--- config.mk ---
export PLATFORM = sky130hd
export DESIGN_NAME = pulse_seq_ctrl
export DESIGN_NICKNAME = d
export VERILOG_FILES = /design/src/rtl/pulse_seq_pkg.sv /design/src/rtl/seq_down_cnt.sv /design/src/rtl/pulse_seq_ctrl.sv
export SDC_FILE = /design/constraint.sdc
export NUM_CORES = 1
export LEC_CHECK = 0
export ABC_CLOCK_PERIOD_IN_PS = 10200
export CELL_PAD_IN_SITES_DETAIL_PLACEMENT = 1
export CELL_PAD_IN_SITES_GLOBAL_PLACEMENT = 2
export CORE_MARGIN = 5
export CORE_UTILIZATION = 38
export CTS_BUF_LIST = sky130_fd_sc_hd__clkbuf_8 sky130_fd_sc_hd__clkbuf_16
export DETAILED_ROUTE_END_ITERATION = 8
export PLACE_DENSITY = 0.95
export RECOVER_POWER = 100
export SYNTH_ARGS = -nofsm -noshare
export SYNTH_HDL_FRONTEND = slang
export SYNTH_SLANG_ARGS = --single-unit
export TNS_END_PERCENT = 5
--- constraint.sdc ---
create_clock -name clk -period 10.2 [get_ports clk]
set_clock_uncertainty 0.05 [all_clocks]
set_input_delay 1.02 -clock clk [delete_from_list [all_inputs] [get_ports clk]]
set_output_delay 1.02 -clock clk [all_outputs]
set_load 0.05 [all_outputs]
--- src/rtl/pulse_seq_pkg.sv ---
// Shared types for the pulse-response sequencer: phase encoding and default counter width.
package pulse_seq_pkg;
    localparam int W_CNT_DEF = 16;

    typedef enum logic [1:0] {
        S_IDLE  = 2'd0,
        S_PRE   = 2'd1,
        S_PULSE = 2'd2,
        S_POST  = 2'd3
    } seq_state_t;
endpackage

--- src/rtl/seq_down_cnt.sv ---
// Loadable down-counter with zero flag; holds at zero so a full-scale load never wraps.
module seq_down_cnt #(
    parameter int W = 16
) (
    input  logic         clk,
    input  logic         rstn,
    input  logic         load,
    input  logic [W-1:0] load_val,
    input  logic         dec,
    output logic [W-1:0] cnt,
    output logic         zero
);
    logic [W-1:0] cnt_q, cnt_d;

    always_comb begin
        cnt_d = cnt_q;
        if (load)
            cnt_d = load_val;
        else if (dec && (cnt_q != '0))
            cnt_d = cnt_q - W'(1);
    end

    always_ff @(posedge clk or negedge rstn) begin
        if (!rstn) cnt_q <= '0;
        else       cnt_q <= cnt_d;
    end

    assign cnt  = cnt_q;
    assign zero = (cnt_q == '0);
endmodule

--- src/rtl/pulse_seq_ctrl.sv ---
// Pulse-response sequencer: repeated pre/pulse/post phases driving bit2pwl and the probe window.
module pulse_seq_ctrl
    import pulse_seq_pkg::*;
#(
    parameter int W_CNT = W_CNT_DEF
) (
    input  logic             clk,
    input  logic             rstn,
    input  logic             start,
    input  logic             abort,
    input  logic [W_CNT-1:0] pre_cycles,
    input  logic [W_CNT-1:0] pulse_cycles,
    input  logic [W_CNT-1:0] post_cycles,
    input  logic [W_CNT-1:0] n_reps,
    input  logic             pol,
    output logic             bit_out,
    output logic             probe_en,
    output logic [W_CNT-1:0] rep_idx,
    output logic             busy,
    output logic             done,
    output logic             err
);
    seq_state_t       state_q, state_d;
    logic [W_CNT-1:0] pre_q, pre_d, pulse_q, pulse_d, post_q, post_d, nrep_q, nrep_d;
    logic             pol_q, pol_d;
    logic [W_CNT-1:0] rep_q, rep_d;
    logic             bit_out_q, bit_out_d, probe_en_q, probe_en_d;
    logic             busy_q, busy_d, done_q, done_d, err_q, err_d;

    logic             start_ok, end_rep, phase_done;
    logic             cnt_load, cnt_zero;
    logic [W_CNT-1:0] cnt_val, cnt_unused;

    seq_down_cnt #(.W(W_CNT)) u_phase_cnt (
        .clk      (clk),
        .rstn     (rstn),
        .load     (cnt_load),
        .load_val (cnt_val),
        .dec      (state_q != S_IDLE),
        .cnt      (cnt_unused),
        .zero     (cnt_zero)
    );

    always_comb begin
        state_d  = state_q;
        pre_d    = pre_q;
        pulse_d  = pulse_q;
        post_d   = post_q;
        nrep_d   = nrep_q;
        pol_d    = pol_q;
        rep_d    = rep_q;
        done_d   = 1'b0;
        err_d    = 1'b0;
        start_ok = 1'b0;
        end_rep  = 1'b0;
        phase_done = cnt_zero && (state_q != S_IDLE);

        case (state_q)
            S_IDLE: begin
                // abort outranks start, so a simultaneous request neither runs nor errors
                if (start && !abort) begin
                    if ((pulse_cycles == '0) || (n_reps == '0)) begin
                        err_d = 1'b1;
                    end else begin
                        start_ok = 1'b1;
                        pre_d    = pre_cycles;
                        pulse_d  = pulse_cycles;
                        post_d   = post_cycles;
                        nrep_d   = n_reps;
                        pol_d    = pol;
                        state_d  = (pre_cycles != '0) ? S_PRE : S_PULSE;
                    end
                end
            end
            S_PRE:   if (phase_done) state_d = S_PULSE;
            S_PULSE: if (phase_done) begin
                if (post_q != '0) state_d = S_POST;
                else              end_rep = 1'b1;
            end
            S_POST:  if (phase_done) end_rep = 1'b1;
            default: state_d = S_IDLE;
        endcase

        if (end_rep) begin
            if (rep_q < (nrep_q - W_CNT'(1))) begin
                rep_d   = rep_q + W_CNT'(1);
                state_d = (pre_q != '0) ? S_PRE : S_PULSE;
            end else begin
                state_d = S_IDLE;
                done_d  = 1'b1;
            end
        end

        if (abort && (state_q != S_IDLE)) begin
            state_d = S_IDLE;
            done_d  = 1'b0;
        end

        if (state_d == S_IDLE) rep_d = '0;

        // reload on every phase boundary; PULSE->PULSE (pre=post=0) also reloads here
        cnt_load = start_ok || phase_done;
        case (state_d)
            S_PRE:   cnt_val = pre_d - W_CNT'(1);
            S_PULSE: cnt_val = pulse_d - W_CNT'(1);
            S_POST:  cnt_val = post_d - W_CNT'(1);
            default: cnt_val = '0;
        endcase

        // idle level only follows pol once a run has touched it; otherwise hold
        bit_out_d = bit_out_q;
        if ((state_q != S_IDLE) || (state_d != S_IDLE))
            bit_out_d = (state_d == S_PULSE) ? pol_d : ~pol_d;

        probe_en_d = (state_d == S_PULSE) || (state_d == S_POST);
        busy_d     = (state_d != S_IDLE);
    end

    always_ff @(posedge clk or negedge rstn) begin
        if (!rstn) begin
            state_q    <= S_IDLE;
            pre_q      <= '0;
            pulse_q    <= '0;
            post_q     <= '0;
            nrep_q     <= '0;
            pol_q      <= 1'b0;
            rep_q      <= '0;
            bit_out_q  <= 1'b0;
            probe_en_q <= 1'b0;
            busy_q     <= 1'b0;
            done_q     <= 1'b0;
            err_q      <= 1'b0;
        end else begin
            state_q    <= state_d;
            pre_q      <= pre_d;
            pulse_q    <= pulse_d;
            post_q     <= post_d;
            nrep_q     <= nrep_d;
            pol_q      <= pol_d;
            rep_q      <= rep_d;
            bit_out_q  <= bit_out_d;
            probe_en_q <= probe_en_d;
            busy_q     <= busy_d;
            done_q     <= done_d;
            err_q      <= err_d;
        end
    end

    assign bit_out  = bit_out_q;
    assign probe_en = probe_en_q;
    assign rep_idx  = rep_q;
    assign busy     = busy_q;
    assign done     = done_q;
    assign err      = err_q;
endmodule
==> results.cfg, run 1 <==
[outcome]
outcome = finished with violations
violations = max-capacitance violations, max-slew violations

[route]
drc = 0
drt_wl_total_mm = 18.61
via_per_inst = 5.582
vias = 5057
ant_nets = 0
drtIter0Drc = 250
dr.pass1.iters = 4
avgRoutedWirePerCell_um = 20.55

[timing]
worstMarginPinSlew_ns = 4.479
fmax_mhz = 136.6
relSlewSlack_pct = -198.6
grt_setup_unrepaired = no
timing.hold.ws_ns = 0.4478
setup_violations = 0
fin_crit_ns = 7.321
finalHoldViolCount = 0
drv_slew = 183
setup-tns-final_ns = 0
period_share_pct = 71.78

[global_route]
antenna_found_initial = 0
grt_pass1_vias = 5570
track_usage_pct = 20.36
grt_max_degree = 83
grt_pass1_wl_mm = 29.66
gr-total-overflow = 0

[cts]
hold_buffers = 0
clock_tree.root_cell = clkbuf_16
cts_max_path_buffers = 2
cts_tree = yes
htreeDepth = 3
cts_buffers = 9
cts.sinks = 104
cts_resized = 0
path_clk_slew_ns = 0.08
clock_latency_ns = 0.37
post_cts_buffers = 0

[logic_synthesis]
ys_seq_area_share_pct = 42.13
synth_top_family_by_area = simple AND/OR/NAND/NOR gates
synth-compound-area-share_pct = 10.25
yosysWarningCount = 0
synth_fa_ha_area_share_pct = 3.848
synthDominantCellAreaShare_pct = 42.13
synth_cell_types = 60
async_flop_share_pct = 100.0
syn_nets = 692
synth-xor-area-share_pct = 6.239
synth.ff_latch_count = 104
synth_edf_count = 0
synth_area_um2 = 6177
synth_area_leaders = dfrtp_1 (42%), mux2_2 (12%), nor2_1 (4.1%)
synthFlopType = dfrtp_1
syn_inst = 604
muxShareOfSynthArea_pct = 15.23
avgSynthCellArea_um2 = 10.23
synth_largest_area_cell = dfrtp_1
synth-simple-area-share_pct = 19.26

[pwr]
p_per_area_nw_per_um2 = 267.8
leakage_nw = 3.140
vdd_drop_max_mv = 0.1120

[critical_path]
cp.arrival_ns = 7.54
critical_path_class = flip-flop to flip-flop
r2r_cells = 15
r2r-start = nrep_q[3]$_DFFE_PN0P_
crit_start = nrep_q[3]$_DFFE_PN0P_
required_ns = 10.42
start_kind = flip-flop
worst-path-max-fanout = 25
end_kind = flip-flop

[finish]
fin_nets = 773
drive_above_1_share_pct = 8.841
diodes = 0
syn2layout_area_growth_pct = 21.11

[placed_design]
port_buffers = 89
hpwl_mm = 14.41
gp_congestion = 0.8613

[die]
ios = 90
core-area_um2 = 15940
dieArea_um2 = 18900
chipHeight_um = 137.5
start_util_pct = 38.75
die_w_um = 137.5
num_rows = 46

[hold_path]
min_from = pulse_q[14]$_DFF_PN0_
hold_class = flip-flop to flip-flop
whs_path_depth = 1

[flow_run]
maxCapViolations = 3
logic make-up (layout without fill, tap and decap cells):
kind of cell               count (synthesis)  in the layout
AOI/OAI and AO/OA                         89             89
xor gates and xnor gates                  44             44
adders and majority gates                 19             19
buffers and inverters                     39            125
DFF                                      104            104
muxes                                     86             86
and+or+nand+nor                          223            223
synth_stat cells (3+ instances only):
library cell,n
dfrtp_1,104
nor2_1,68
mux2_2,64
nand2_1,40
nor3_1,27
o21ai_0,27
xor2_1,23
mux2i_1,22
nor4_1,22
xnor2_1,21
a21oi_1,20
nand3_1,20
ha_1,19
inv_1,15
o221ai_1,9
buf_2,8
clkbuf_1,7
nand4_1,7
and3_1,6
a21o_1,5
a22oi_1,4
buf_4,4
a21o_2,3
nand2b_1,3
nor4_2,3
nor4b_1,3
o211ai_1,3
o21ai_1,3
or2_2,3
final cells by class:
type / instances / area, µm²
Sequential cell: 104 / 2603
Inverter: 18 / 68.82
Timing Repair Buffer: 91 / 892.1
Clock buffer: 9 / 225.2
Multi-Input combinational cell: 461 / 3343
Tap cell: 216 / 270.3
Fill cell: 1775 / 8462
Clock inverter: 7 / 78.83
flip-flops by register name, summed over array words and instances, names as in the netlist:
register	flops
bit_out	1
busy	1
done	1
err	1
nrep_q	16
pol_q	1
post_q	16
pre_q	16
probe_en	1
pulse_q	16
rep_idx	16
state_q	2
u_phase_cnt.cnt	16
per-layer routing:
metal  part of all wire [%]  global-route usage (%)
met4                    1.5                   5.266
met5                      0                       0
met1                     42                   24.42
met2                     53                   37.12
met3                    4.1                   3.981
metrics by stage:
| step | util [%] | cell area (µm²) | setup slack (ns) | cells | power (mW) |
|---|---|---|---|---|---|
| finish | 46.92 | 7481 | 2.879 | 906 | 2.004 |
| CTS | 47.29 | 7540 | 4.385 | 906 | 2.035 |
| detailed placement | 45.39 | 7236 | 4.472 | 890 | 1.661 |
| floorplan | - | 6177 | 5.871 | 604 | 1.369 |
| global route | 46.92 | 7481 | 2.086 | 906 | 2.133 |
| global placement | 45.39 | 7236 | 4.600 | 890 | 1.604 |
path summary, 6_finish.rpt:
path / to / slack, ns
setup / recovery: u_phase_cnt.cnt[6]$_DFFE_PN0P_ / 2.88
hold / removal: pulse_q[14]$_DFF_PN0_ / 0.45
setup reg to reg: u_phase_cnt.cnt[6]$_DFFE_PN0P_ / 2.88
hold reg to reg: pulse_q[14]$_DFF_PN0_ / 0.45
max in group asynchronous: u_phase_cnt.cnt[1]$_DFFE_PN0P_ / 4.31
min in group asynchronous: nrep_q[3]$_DFFE_PN0P_ / 0.90
worst max-delay path, cell delays in order (launching register included):
cell     delay, ns
dfrtp_1       0.43
nor4_1        0.35
nor4b_1       0.60
nand2_1       0.18
nor3_1        0.22
xnor2_1       0.15
ha_1          0.28
a21oi_1       0.14
o21ai_0       0.10
a21oi_1       0.28
nand4_4       0.18
o22ai_1       2.14
nor2_1        1.06
inv_2         0.36
nand2_1       0.37
o31ai_1       0.34
layout by cell type, fill, tap and decap left out, drive strengths merged, types with 4 or more instances in the layout:
cell,instances
nand4,9
nor4,25
mux2,64
nor2,70
nor3b,4
nand3,20
a21o,8
dfrtp,104
mux2i,22
nor3,29
a22oi,4
and3,6
o221ai,9
clkbuf,12
xnor2,21
ha,19
inv,21
nand2,40
nor4b,4
dlygate4sd3,22
clkdlybuf4s50,66
xor2,23
o21ai,30
a21oi,22
report_power, final:
group | total [mW] | internal (mW) | switching (mW)
clock network | 0.364 | 0.194 | 0.170
registers | 0.726 | 0.582 | 0.144
logic | 0.914 | 0.375 | 0.539
(Power assumes the default switching activity.)
==> run 2, diff against run 1 <==
--- a/config.mk
+++ b/config.mk
@@ -5,14 +5,14 @@
 export SDC_FILE = /design/constraint.sdc
 export NUM_CORES = 1
 export LEC_CHECK = 0
-export ABC_CLOCK_PERIOD_IN_PS = 10200
+export ABC_CLOCK_PERIOD_IN_PS = 6500
 export CELL_PAD_IN_SITES_DETAIL_PLACEMENT = 1
 export CELL_PAD_IN_SITES_GLOBAL_PLACEMENT = 2
 export CORE_MARGIN = 5
-export CORE_UTILIZATION = 38
+export CORE_UTILIZATION = 32
 export CTS_BUF_LIST = sky130_fd_sc_hd__clkbuf_8 sky130_fd_sc_hd__clkbuf_16
 export DETAILED_ROUTE_END_ITERATION = 8
-export PLACE_DENSITY = 0.95
+export PLACE_DENSITY = 0.87
 export RECOVER_POWER = 100
 export SYNTH_ARGS = -nofsm -noshare
 export SYNTH_HDL_FRONTEND = slang
==> constraint.sdc (replaced) <==
create_clock -name clk -period 6.5 [get_ports clk]
set_clock_uncertainty 0.05 [all_clocks]
set_input_delay 0.65 -clock clk [delete_from_list [all_inputs] [get_ports clk]]
set_output_delay 0.65 -clock clk [all_outputs]
set_load 0.05 [all_outputs]
==> run 2 against run 1 <==
The run still ends with max-capacitance violations, max-slew violations left; setup slack worse by 2.1 ns; highest routed layer unchanged; hold slack better by 0.0049 ns; combinational power is 58% higher; largest power group unchanged; via count is 1.5% lower; total power is 56% higher; flip-flop and latch count stayed put; core utilization is 6.7 points lower.
==> results.cfg, run 2 (synthesized netlist as in run 1, its figures left out) <==
[timing]
fmax_mhz = 175.6
setup_violations = 0
setup-tns-final_ns = 0
finalHoldViolCount = 0
relSlewSlack_pct = -28.64
period_share_pct = 87.62
grt_setup_unrepaired = no
fin_crit_ns = 5.695
drv_slew = 107
worstMarginPinSlew_ns = 1.930

[placed_design]
placed_area_um2 = 7318
hpwl_mm = 14.80
port_buffers = 89
gp_congestion = 0.8809

[cts]
cts_buffers = 9
clock_tree.root_cell = clkbuf_16
cts_resized = 0
cts_tree = yes
clock_latency_ns = 0.37
path_clk_slew_ns = 0.08
hold_buffers = 0
htreeDepth = 3
post_cts_buffers = 0
cts.sinks = 104
cts_max_path_buffers = 2

[global_route]
grt_pass1_vias = 5432
track_usage_pct = 17.55
gr-total-overflow = 0
grt_pass1_wl_mm = 30.42
grt_max_degree = 74
antenna_found_initial = 0

[finish]
fin_nets = 775
drive_above_1_share_pct = 9.393
final_area_um2 = 7571
syn2layout_area_growth_pct = 22.56
final_cell_mix = dfrtp_1 (104), nor2_1 (68), clkdlybuf4s50_1 (66)
nFillCells = 2139
diodes = 0
layout_commonest_cell = dfrtp_1

[pwr]
share_comb_of_total_power_pct = 46.3
vdd_drop_max_mv = 0.1579
seq_power_share_pct = 36.2
sw_frac_of_total_pct = 43.40
p_clk_share_pct = 17.5
p_int_mw = 1.767
total_power_mw = 3.121
net-switching-power_mw = 1.355
leakage_nw = 3.173
p_per_area_nw_per_um2 = 412.3

[critical_path]
start_kind = flip-flop
critical_path_class = flip-flop to flip-flop
worst-path-max-fanout = 18
required_ns = 6.67
r2r-start = nrep_q[3]$_DFFE_PN0P_
rrSetupSlack_ns = 0.80
cp.arrival_ns = 5.86
end_kind = flip-flop
crit_start = nrep_q[3]$_DFFE_PN0P_

[route]
via_per_inst = 5.231
drt_wl_total_mm = 19.12
ant_nets = 0
vias = 4980
drc = 0
drtIter0Drc = 181
dr.pass1.iters = 4
avgRoutedWirePerCell_um = 20.08

[die]
num_rows = 50
ios = 90
start_util_pct = 32.80
core-area_um2 = 18830
die_w_um = 148.9
chipHeight_um = 148.9
dieArea_um2 = 22180

[outcome]
violations = max-capacitance violations, max-slew violations
outcome = finished with violations

[flow_run]
maxCapViolations = 2

[hold_path]
min_from = pulse_q[2]$_DFF_PN0_
hold_class = flip-flop to flip-flop
[run 2: per-stage QoR]
step	utilization [%]	std cells	hold WS, ns	setup slack [ns]
finish	40.21	952	0.4527	0.8047
global route	40.21	952	0.4717	0.2727
CTS	40.38	952	0.1976	0.9789
detailed placement	38.86	936	0.4379	1.186
global placement	38.86	936	0.4327	1.380
floorplan	-	604	0.3044	2.171
[run 2: layer usage]
| metal | track usage, % | vias to the layer above | wire, µm |
|---|---|---|---|
| met1 | 21.70 | 2507 | 8296 |
| met3 | 3.920 | 15 | 814 |
| met5 | 0 | - | 0 |
| met4 | 3.707 | 0 | 201 |
| li1 | - | 2352 | - |
| met2 | 31.34 | 106 | 9806 |
[run 2: layout make-up]
class | count | area [µm²] | area share, %
clock inverters | 7 | 60.06 | 0.7933
clock buffers | 9 | 225.2 | 2.975
multi-input cells | 461 | 3361 | 44.39
inverters | 18 | 72.57 | 0.9585
well taps | 260 | 325.3 | 4.297
repair buffers | 93 | 924.6 | 12.21
flip-flops and latches | 104 | 2603 | 34.37
[run 2: path summary, 6_finish.rpt]
path / end / depth (start not counted)
worst max-delay path: u_phase_cnt.cnt[12]$_DFFE_PN0P_ / 19
worst max register to register: u_phase_cnt.cnt[12]$_DFFE_PN0P_ / 19
worst min-delay path: pulse_q[2]$_DFF_PN0_ / 1
worst min register to register: pulse_q[2]$_DFF_PN0_ / 1
min in group asynchronous: nrep_q[5]$_DFFE_PN0P_ / 1
max in group asynchronous: u_phase_cnt.cnt[3]$_DFFE_PN0P_ / 2
[run 2: critical path, cell delays in order (launching register included)]
cell      delay, ns
dfrtp_1        0.43
nor4_1         0.34
nor4b_1        0.69
nand2_1        0.22
nor3_1         0.28
xnor2_1        0.17
ha_1           0.28
a21oi_1        0.14
o21ai_0        0.09
a21oi_1        0.16
nand4_1        0.37
o22ai_4        0.42
buf_4          0.37
mux2i_1        0.22
a21o_2         0.23
ha_1           0.20
nand3_1        0.24
nor4_1         0.32
xor2_1         0.18
o221ai_1       0.14
[run 2: power groups by stage]
stage                     sequential, mW  clock, mW  combinational (mW)
after CTS                           1.13      0.564                1.50
after global routing                1.16      0.589                1.59
after global placement              1.12          0                1.43
after detailed placement            1.13          0                1.49
final                               1.13      0.546                1.44
after floorplan                     1.09          0                1.06
==> run 3, diff against run 2 <==
--- a/config.mk
+++ b/config.mk
@@ -5,14 +5,14 @@
 export SDC_FILE = /design/constraint.sdc
 export NUM_CORES = 1
 export LEC_CHECK = 0
-export ABC_CLOCK_PERIOD_IN_PS = 6500
+export ABC_CLOCK_PERIOD_IN_PS = 4600
 export CELL_PAD_IN_SITES_DETAIL_PLACEMENT = 1
 export CELL_PAD_IN_SITES_GLOBAL_PLACEMENT = 2
 export CORE_MARGIN = 5
-export CORE_UTILIZATION = 32
-export CTS_BUF_LIST = sky130_fd_sc_hd__clkbuf_8 sky130_fd_sc_hd__clkbuf_16
+export CORE_UTILIZATION = 33
+export CTS_BUF_LIST = sky130_fd_sc_hd__clkbuf_8
 export DETAILED_ROUTE_END_ITERATION = 8
-export PLACE_DENSITY = 0.87
+export PLACE_DENSITY = 0.89
 export RECOVER_POWER = 100
 export SYNTH_ARGS = -nofsm -noshare
 export SYNTH_HDL_FRONTEND = slang
==> constraint.sdc (replaced) <==
create_clock -name clk -period 4.6 [get_ports clk]
set_clock_uncertainty 0.05 [all_clocks]
set_input_delay 0.46 -clock clk [delete_from_list [all_inputs] [get_ports clk]]
set_output_delay 0.46 -clock clk [all_outputs]
set_load 0.05 [all_outputs]
==> run 3 against run 2 <==
The flow still finishes with violations (max-capacitance violations, max-slew violations); core utilization is 2.1 points higher; flip-flop and latch count stayed put; setup slack worse by 0.71 ns; sequential power is 42% higher; first-iteration DRC count is 23% higher; design area is 3.8% higher; sequential share of layout area is 1.2 points lower.
==> results.cfg, run 3 (synthesized netlist as in run 1, its figures left out) <==
[pwr]
seq_power_share_pct = 35.6
p_int_mw = 2.506
total_power_mw = 4.527
sw_frac_of_total_pct = 44.63
net-switching-power_mw = 2.020
p_clk_share_pct = 12.5
vdd_drop_max_mv = 0.2209
leakage_nw = 3.307
share_comb_of_total_power_pct = 51.9
p_per_area_nw_per_um2 = 576.2

[outcome]
outcome = finished with violations
violations = max-capacitance violations, max-slew violations

[route]
ant_nets = 0
met1_length_mm = 8.238
drtIter0Drc = 222
wl_met3_um = 888
vias = 5165
avgRoutedWirePerCell_um = 20.31
drt_wl_total_mm = 19.37
highest_layer = met4
drc = 0
dr.pass1.iters = 4
wl_met2_mm = 9.645
via_per_inst = 5.414

[timing]
fmax_mhz = 222.0
fin_crit_ns = 4.504
finalHoldViolCount = 0
worstMarginPinSlew_ns = 3.793
setup-tns-final_ns = 0
drv_slew = 69
period_share_pct = 97.92
grt_setup_unrepaired = yes
setup_violations = 0
relSlewSlack_pct = -152.8

[global_route]
track_usage_pct = 17.60
gr-total-overflow = 0
antenna_found_initial = 0
grt_pass1_vias = 5663
grt_pass1_wl_mm = 30.28
grt_max_degree = 69

[cts]
clock_latency_ns = 0.40
htreeDepth = 3
cts_buffers = 9
cts.sinks = 104
hold_buffers = 0
cts_max_path_buffers = 2
path_clk_slew_ns = 0.11
cts_tree = yes
clock_tree.root_cell = clkbuf_8

[critical_path]
worst-path-max-fanout = 5
start_kind = flip-flop
crit_start = nrep_q[9]$_DFFE_PN0P_
required_ns = 4.79
r2r_cells = 19
r2r-start = nrep_q[9]$_DFFE_PN0P_
cp_slowest_cell = or4_4
end_kind = flip-flop
critical_path_class = flip-flop to flip-flop
cp_slowest_stage_delay_ns = 0.59
path_cells = or4_4 > nor3_4 > nand2_2 > nor3_2 > xnor2_1 > ha_1 > a21oi_2 > o21ai_1 > a21oi_4 > nand4_4 > o22ai_4 > buf_6 > mux2i_1 > a21o_2 > ha_4 > nand3_4 > nor4_4 > xor2_1 > o221ai_1
cp.arrival_ns = 4.69

[die]
die_w_um = 146.8
dieArea_um2 = 21550
start_util_pct = 33.25
ios = 90
num_rows = 50
chipHeight_um = 146.8
core-area_um2 = 18580

[placed_design]
gp_congestion = 0.8910
port_buffers = 89
hpwl_mm = 14.83
placed_area_um2 = 7406

[flow_run]
maxCapViolations = 1

[finish]
final_area_um2 = 7856
drive_above_1_share_pct = 16.11
diodes = 0
layout_commonest_cell = dfrtp_1
fin_nets = 803
nFillCells = 2061
final_cell_mix = dfrtp_1 (104), nor2_1 (68), clkdlybuf4s50_1 (66)
syn2layout_area_growth_pct = 27.18

[hold_path]
whs_path_depth = 1
min_from = pulse_q[13]$_DFF_PN0_
hold_class = flip-flop to flip-flop
run 3: cell types whose count changed in the layout (fill, tap and decap cells not counted), moves of 3 or more:
cell,delta
clkbuf_16,-9
nor3_1,-4
mux2_2,+4
o21ai_0,-3
o21ai_1,+3
buf_6,+3
buf_4,+20
clkbuf_8,+9
mux2_1,-4
nor4_1,-3
buf_12,+3
nor3_2,+3
nor4_4,+3
run 3: stage by stage:
step	std cells	util (%)	hold slack (ns)	setup slack (ns)
after CTS	945	41.25	0.1516	0.01288
after detailed placement	926	39.86	0.4460	-0.2651
final	954	42.28	0.4747	0.09550
after global placement	926	39.86	0.4440	0.09933
after floorplan	604	-	0.1144	0.2713
after global routing	954	42.28	0.4960	-0.1445
run 3: repair_timing:
item                       4_1_cts  5_1_grt
pin swaps                        3       12
gates resized for setup         10       21
setup endpoints to repair       11       14
buffers inserted                 3        9
run 3: area by class of cell:
cell class | instances | area (µm²) | area share, %
Multi-Input combinational cell | 461 | 3525 | 44.86
Clock inverter | 7 | 60.06 | 0.7645
Sequential cell | 104 | 2603 | 33.13
Inverter | 18 | 72.57 | 0.9237
Timing Repair Buffer | 121 | 1180 | 15.02
Tap cell | 234 | 292.8 | 3.727
Clock buffer | 9 | 123.9 | 1.577
run 3: worst paths after layout:
kind                                                        end  slack [ns]
worst max-delay path            u_phase_cnt.cnt[12]$_DFFE_PN0P_         0.1
worst min-delay path                      pulse_q[13]$_DFF_PN0_        0.47
worst max register to register  u_phase_cnt.cnt[12]$_DFFE_PN0P_         0.1
worst min register to register            pulse_q[13]$_DFF_PN0_        0.47
max in group asynchronous                   bit_out$_DFFE_PN0P_        0.84
min in group asynchronous                  pulse_q[6]$_DFF_PN0_        1.32
run 3: power groups by stage:
stage	combinational [mW]	sequential [mW]	clock (mW)
6_report	2.35	1.61	0.565
5_1_grt	2.55	1.65	0.628
4_1_cts	2.24	1.58	0.587
3_5_place_dp	2.19	1.60	0
3_3_place_gp	2.12	1.56	0
2_1_floorplan	1.50	1.54	0
run 3: critical path, delay by kind of cell (launching register included):
family          cells  cell delay [ns]
buf+inv             1             0.16
fa+ha+maj           2             0.47
flops               1             0.42
compound gates      6             1.07
simple gates        7             1.64
mux                 1             0.20
xor+xnor            2             0.35
run 3: metal layers:
| metal | vias to the layer above | global-route usage (%) |
|---|---|---|
| met5 | - | 0 |
| met1 | 2588 | 21.24 |
| met3 | 40 | 4.010 |
| met4 | 0 | 6.021 |
| met2 | 133 | 30.88 |
| li1 | 2404 | - |
==> patch 1 (settings of run 2) <==
The output `done` loses its register stage (`done_q` becomes a continuous assignment).
--- a/src/rtl/pulse_seq_ctrl.sv
+++ b/src/rtl/pulse_seq_ctrl.sv
@@ -130,3 +130,2 @@
             busy_q     <= 1'b0;
-            done_q     <= 1'b0;
             err_q      <= 1'b0;
@@ -143,3 +142,2 @@
             busy_q     <= busy_d;
-            done_q     <= done_d;
             err_q      <= err_d;
@@ -147,2 +145,4 @@
     end
+
+    assign done_q = done_d;
 
Behaviour: not the same (Yosys sat finds a counterexample within 4 cycles, from zero or initial values and one cycle with rstn low).
==> patch 1 against run 2 <==
- the run still ends with capacitance limit, slew limit left
- worst hold slack improved by 0.0063 ns
- worst setup slack got worse by 0.018 ns
- area after synthesis decreased by 0.41%
- sequential share of layout area decreased by 0.29 points
- power increased by 0.21%
- utilization about the same
- fmax decreased by 0.32%
- global-route usage decreased by 0.44 points
- design area decreased by 0.12%
- routed wire length decreased by 1.9%
- sequential cell count decreased by 1
- largest cell class unchanged
==> patch 1: results (changes against run 2) <==
- Outcome: finished, violations left
- Failing checks: capacitance limit, slew limit
- Worst vdd ir: 0.174 mV (+10%)
- Total Nets Final: 774 (-0.13%)
- Worst R2R Setup Slack: 0.79 ns (-0.02 ns)
- CP peak stage delay: 0.63 ns (-0.06 ns)
- Post-synthesis mux area share: 15.3% (+0.062 points)
- Filler Cell Count: 2105 (-1.6%)
- Compound-Gate Fraction of Synth Area: 10.3% (+0.042 points)
- Per-cell routed wire length: 19.7 um (-1.8%)
- Hold_ws: 0.459 ns (+0.00634 ns)
- Global-route wire length before repair: 29.7 mm (-2.5%)
- Drt initial violations: 260 (+44%)
- Vias: 5046 (+1.3%)
- Final slew viol count: 106 (-0.93%)
- Synth top area cells: dfrtp_1 (42%), mux2_2 (12%), nor2_1 (4.1%)
- Reg2reg start: nrep_q[5]
- IO Port Bufs: 89 (unchanged)
- Vias in the first global route: 5486 (+0.99%)
- Reg2Reg Depth: 18 (-1)
- P_leak: 3.17 nW (-0.21%)
- Share of cells above drive strength 1: 9.99% (+0.59 points)
- Seq/Total Area, Yosys: 41.9% (-0.24 points)
- XOR/XNOR share of the synthesized area: 6.26% (+0.025 points)
- Dpl ws: 1.07 ns (-0.117 ns)
- Largest fanout on the critical path: 14 (-4)
- Synth Net Count: 691 (-0.14%)
- Maxcap violations: 2 (unchanged)
- Sw frac: 43.2% (-0.18 points)
-- patch 1: area by class of cell --
class                   instances  area [um2]  share of cell area, %
well taps                     260         325                   4.30
repair buffers                 93         925                   12.2
multi-input cells             461        3370                   44.5
flip-flops and latches        103        2580                   34.1
clock inverters                 6        57.6                  0.761
inverters                      18        72.6                  0.960
clock buffers                  10         239                   3.16
-- patch 1: metal layers --
metal  track usage [%]  part of all wire (%)  vias to the layer above  routed length [um]
met5                 0                     0                        -                   0
met4              4.80                   2.1                        0                 393
met3              4.17                   5.3                       27                 985
met2              29.8                    49                      121                9260
met1              21.1                    43                     2547                8120
li1                  -                     -                     2351                   -
-- patch 1: stage by stage --
| stage | power [mW] | instance area (um2) | std cells |
|---|---|---|---|
| final | 3.13 | 7560 | 951 |
| after global routing | 3.34 | 7560 | 951 |
| after CTS | 3.19 | 7590 | 951 |
| after detailed placement | 2.62 | 7290 | 935 |
| after global placement | 2.54 | 7290 | 935 |
| after floorplan | 2.14 | 6150 | 603 |
-- patch 1: how the worst max path moves through the flow --
stage	end	slack (ns)	cells past startpoint	startpoint
finish	u_phase_cnt.cnt[12]	0.79	18	nrep_q[5]
global route	u_phase_cnt.cnt[12]	0.33	18	nrep_q[5]
global placement	u_phase_cnt.cnt[12]	1.26	18	nrep_q[3]
CTS	u_phase_cnt.cnt[12]	1.01	18	nrep_q[5]
floorplan	done	2.10	11	nrep_q[3]
detailed placement	u_phase_cnt.cnt[12]	1.07	18	nrep_q[5]
==> patch 2 (settings of run 2) <==
Made on the original files. `W_CNT_DEF`: 16 -> 12.
--- a/src/rtl/pulse_seq_pkg.sv
+++ b/src/rtl/pulse_seq_pkg.sv
@@ -2,3 +2,3 @@
 package pulse_seq_pkg;
-    localparam int W_CNT_DEF = 16;
+    localparam int W_CNT_DEF = 12;
 
Interface: changed (5 resized); port bits go from 90 to 70. The function was not compared with the original's and may differ.
==> patch 2 against run 2 <==
- the flow still finishes with violations (capacitance limit, slew limit)
- clock power fell by 6.4%
- sequential cell count fell by 24
- area after synthesis fell by 23%
- critical path type is now in2reg
- power fell by 22%
- worst setup slack improved by 0.046 ns
- routed wire length fell by 28%
- design area fell by 23%
- global-route usage fell by 1.5 points
- utilization rose by 0.075 points
- synthesized cell count fell by 25%
- critical endpoint is now u_phase_cnt.cnt[11]
==> patch 2: results (changes against run 2) <==
- Largest fanout on the critical path: 30 (+12)
- WL met2: 7.08 mm (-28%)
- Outcome: finished, violations left
- Final slew viol count: 112 (+4.7%)
- Met3 routed WL: 620 um (-24%)
- Met1 Usage GRT: 19.1% (-2.6 points)
- Seq cells: 80 (-23%)
- Share of cells above drive strength 1: 9.28% (-0.11 points)
- Global Route met3 Usage: 4.66% (+0.74 points)
- IO Port Bufs: 69 (-22%)
- Post-DP HPWL: 10.7 mm (-28%)
- Per-cell routed wire length: 19.2 um (-4.2%)
- #MultiIn Comb: 333 (-28%)
- GRT Util Overall: 16.1% (-1.5 points)
- Failing checks: capacitance limit, slew limit
- Synth top area cells: dfrtp_1 (42%), mux2_2 (8.1%), mux2i_1 (4.6%)
- Plain + repair buffers: 72 (-23%)
- P_leak: 2.51 nW (-21%)
- Clk pin slew, worst setup/hold paths: 0.06 ns (-0.02 ns)
- Max_slew headroom: -193% (-160 points)
- Detailed-routing wirelength on met1: 5.82 mm (-30%)
- Maxcap violations: 2 (unchanged)
- Global-route wire length before repair: 22.4 mm (-26%)
- Worst vdd ir: 0.206 mV (+31%)
- Critical Path Slowest Stage Cell: nand3_1
- Clk tree area frac: 5.07% (+1.3 points)
- Filler Cell Count: 1652 (-23%)
- Dpl ws: 1.67 ns (+0.484 ns)
- Nonclk inv count: 28 (+10)
- Vias in the first global route: 4204 (-23%)
- Largest net degree at the start of global routing: 81 (+9.5%)
- Non-clk buf share: 11.9% (-0.27 points)
[patch 2: changes by cell type after synthesis, sizes merged, moves of 12 or more]
cell	run 2	this run
mux2	64	35
dfrtp	104	80
nor2	70	46
nor3	29	11
o211ai	3	17
a21oi	22	9
nand2	40	27
nand3	20	8
[patch 2: power by group through the flow]
stage / registers, mW / clock network (mW) / logic (mW)
finish: 0.863 / 0.511 / 1.07
detailed placement: 0.869 / 0 / 1.11
global route: 0.885 / 0.546 / 1.20
CTS: 0.862 / 0.528 / 1.11
floorplan: 0.845 / 0 / 0.785
global placement: 0.848 / 0 / 1.07
[patch 2: cell families (layout without fill, tap and decap cells)]
kind of cell	count (synthesis)	after routing	synth area share [%]
AOI/OAI and AO/OA	76	76	12.8
muxes	57	57	13.0
adders and majority gates	15	15	3.96
buffers and inverters	41	115	3.83
DFF	80	80	42.2
and+or+nand+nor	153	153	18.4
xor gates and xnor gates	32	32	5.91
[patch 2: worst paths after layout]
path	start	endpoint	slack [ns]	cells after the start
max in group asynchronous	rstn	post_q[3]	2.13	1
min in group asynchronous	rstn	nrep_q[10]	1.82	1
setup reg to reg	nrep_q[3]	u_phase_cnt.cnt[10]	1.32	18
hold reg to reg	pulse_q[10]	pulse_q[10]	0.46	2
setup / recovery	pulse_cycles[2]	u_phase_cnt.cnt[11]	0.85	12
hold / removal	pulse_q[10]	pulse_q[10]	0.46	2
[patch 2: per-stage QoR]
stage          power [mW]  instance area (um2)  std cells  utilization [%]  hold WS (ns)
3_5_place_dp         1.98                 5610        697             38.6         0.450
5_1_grt              2.63                 5850        712             40.3         0.487
2_1_floorplan        1.63                 4740        454                -         0.304
4_1_cts              2.50                 5910        712             40.7         0.465
6_report             2.44                 5850        712             40.3         0.461
3_3_place_gp         1.92                 5610        697             38.6         0.450
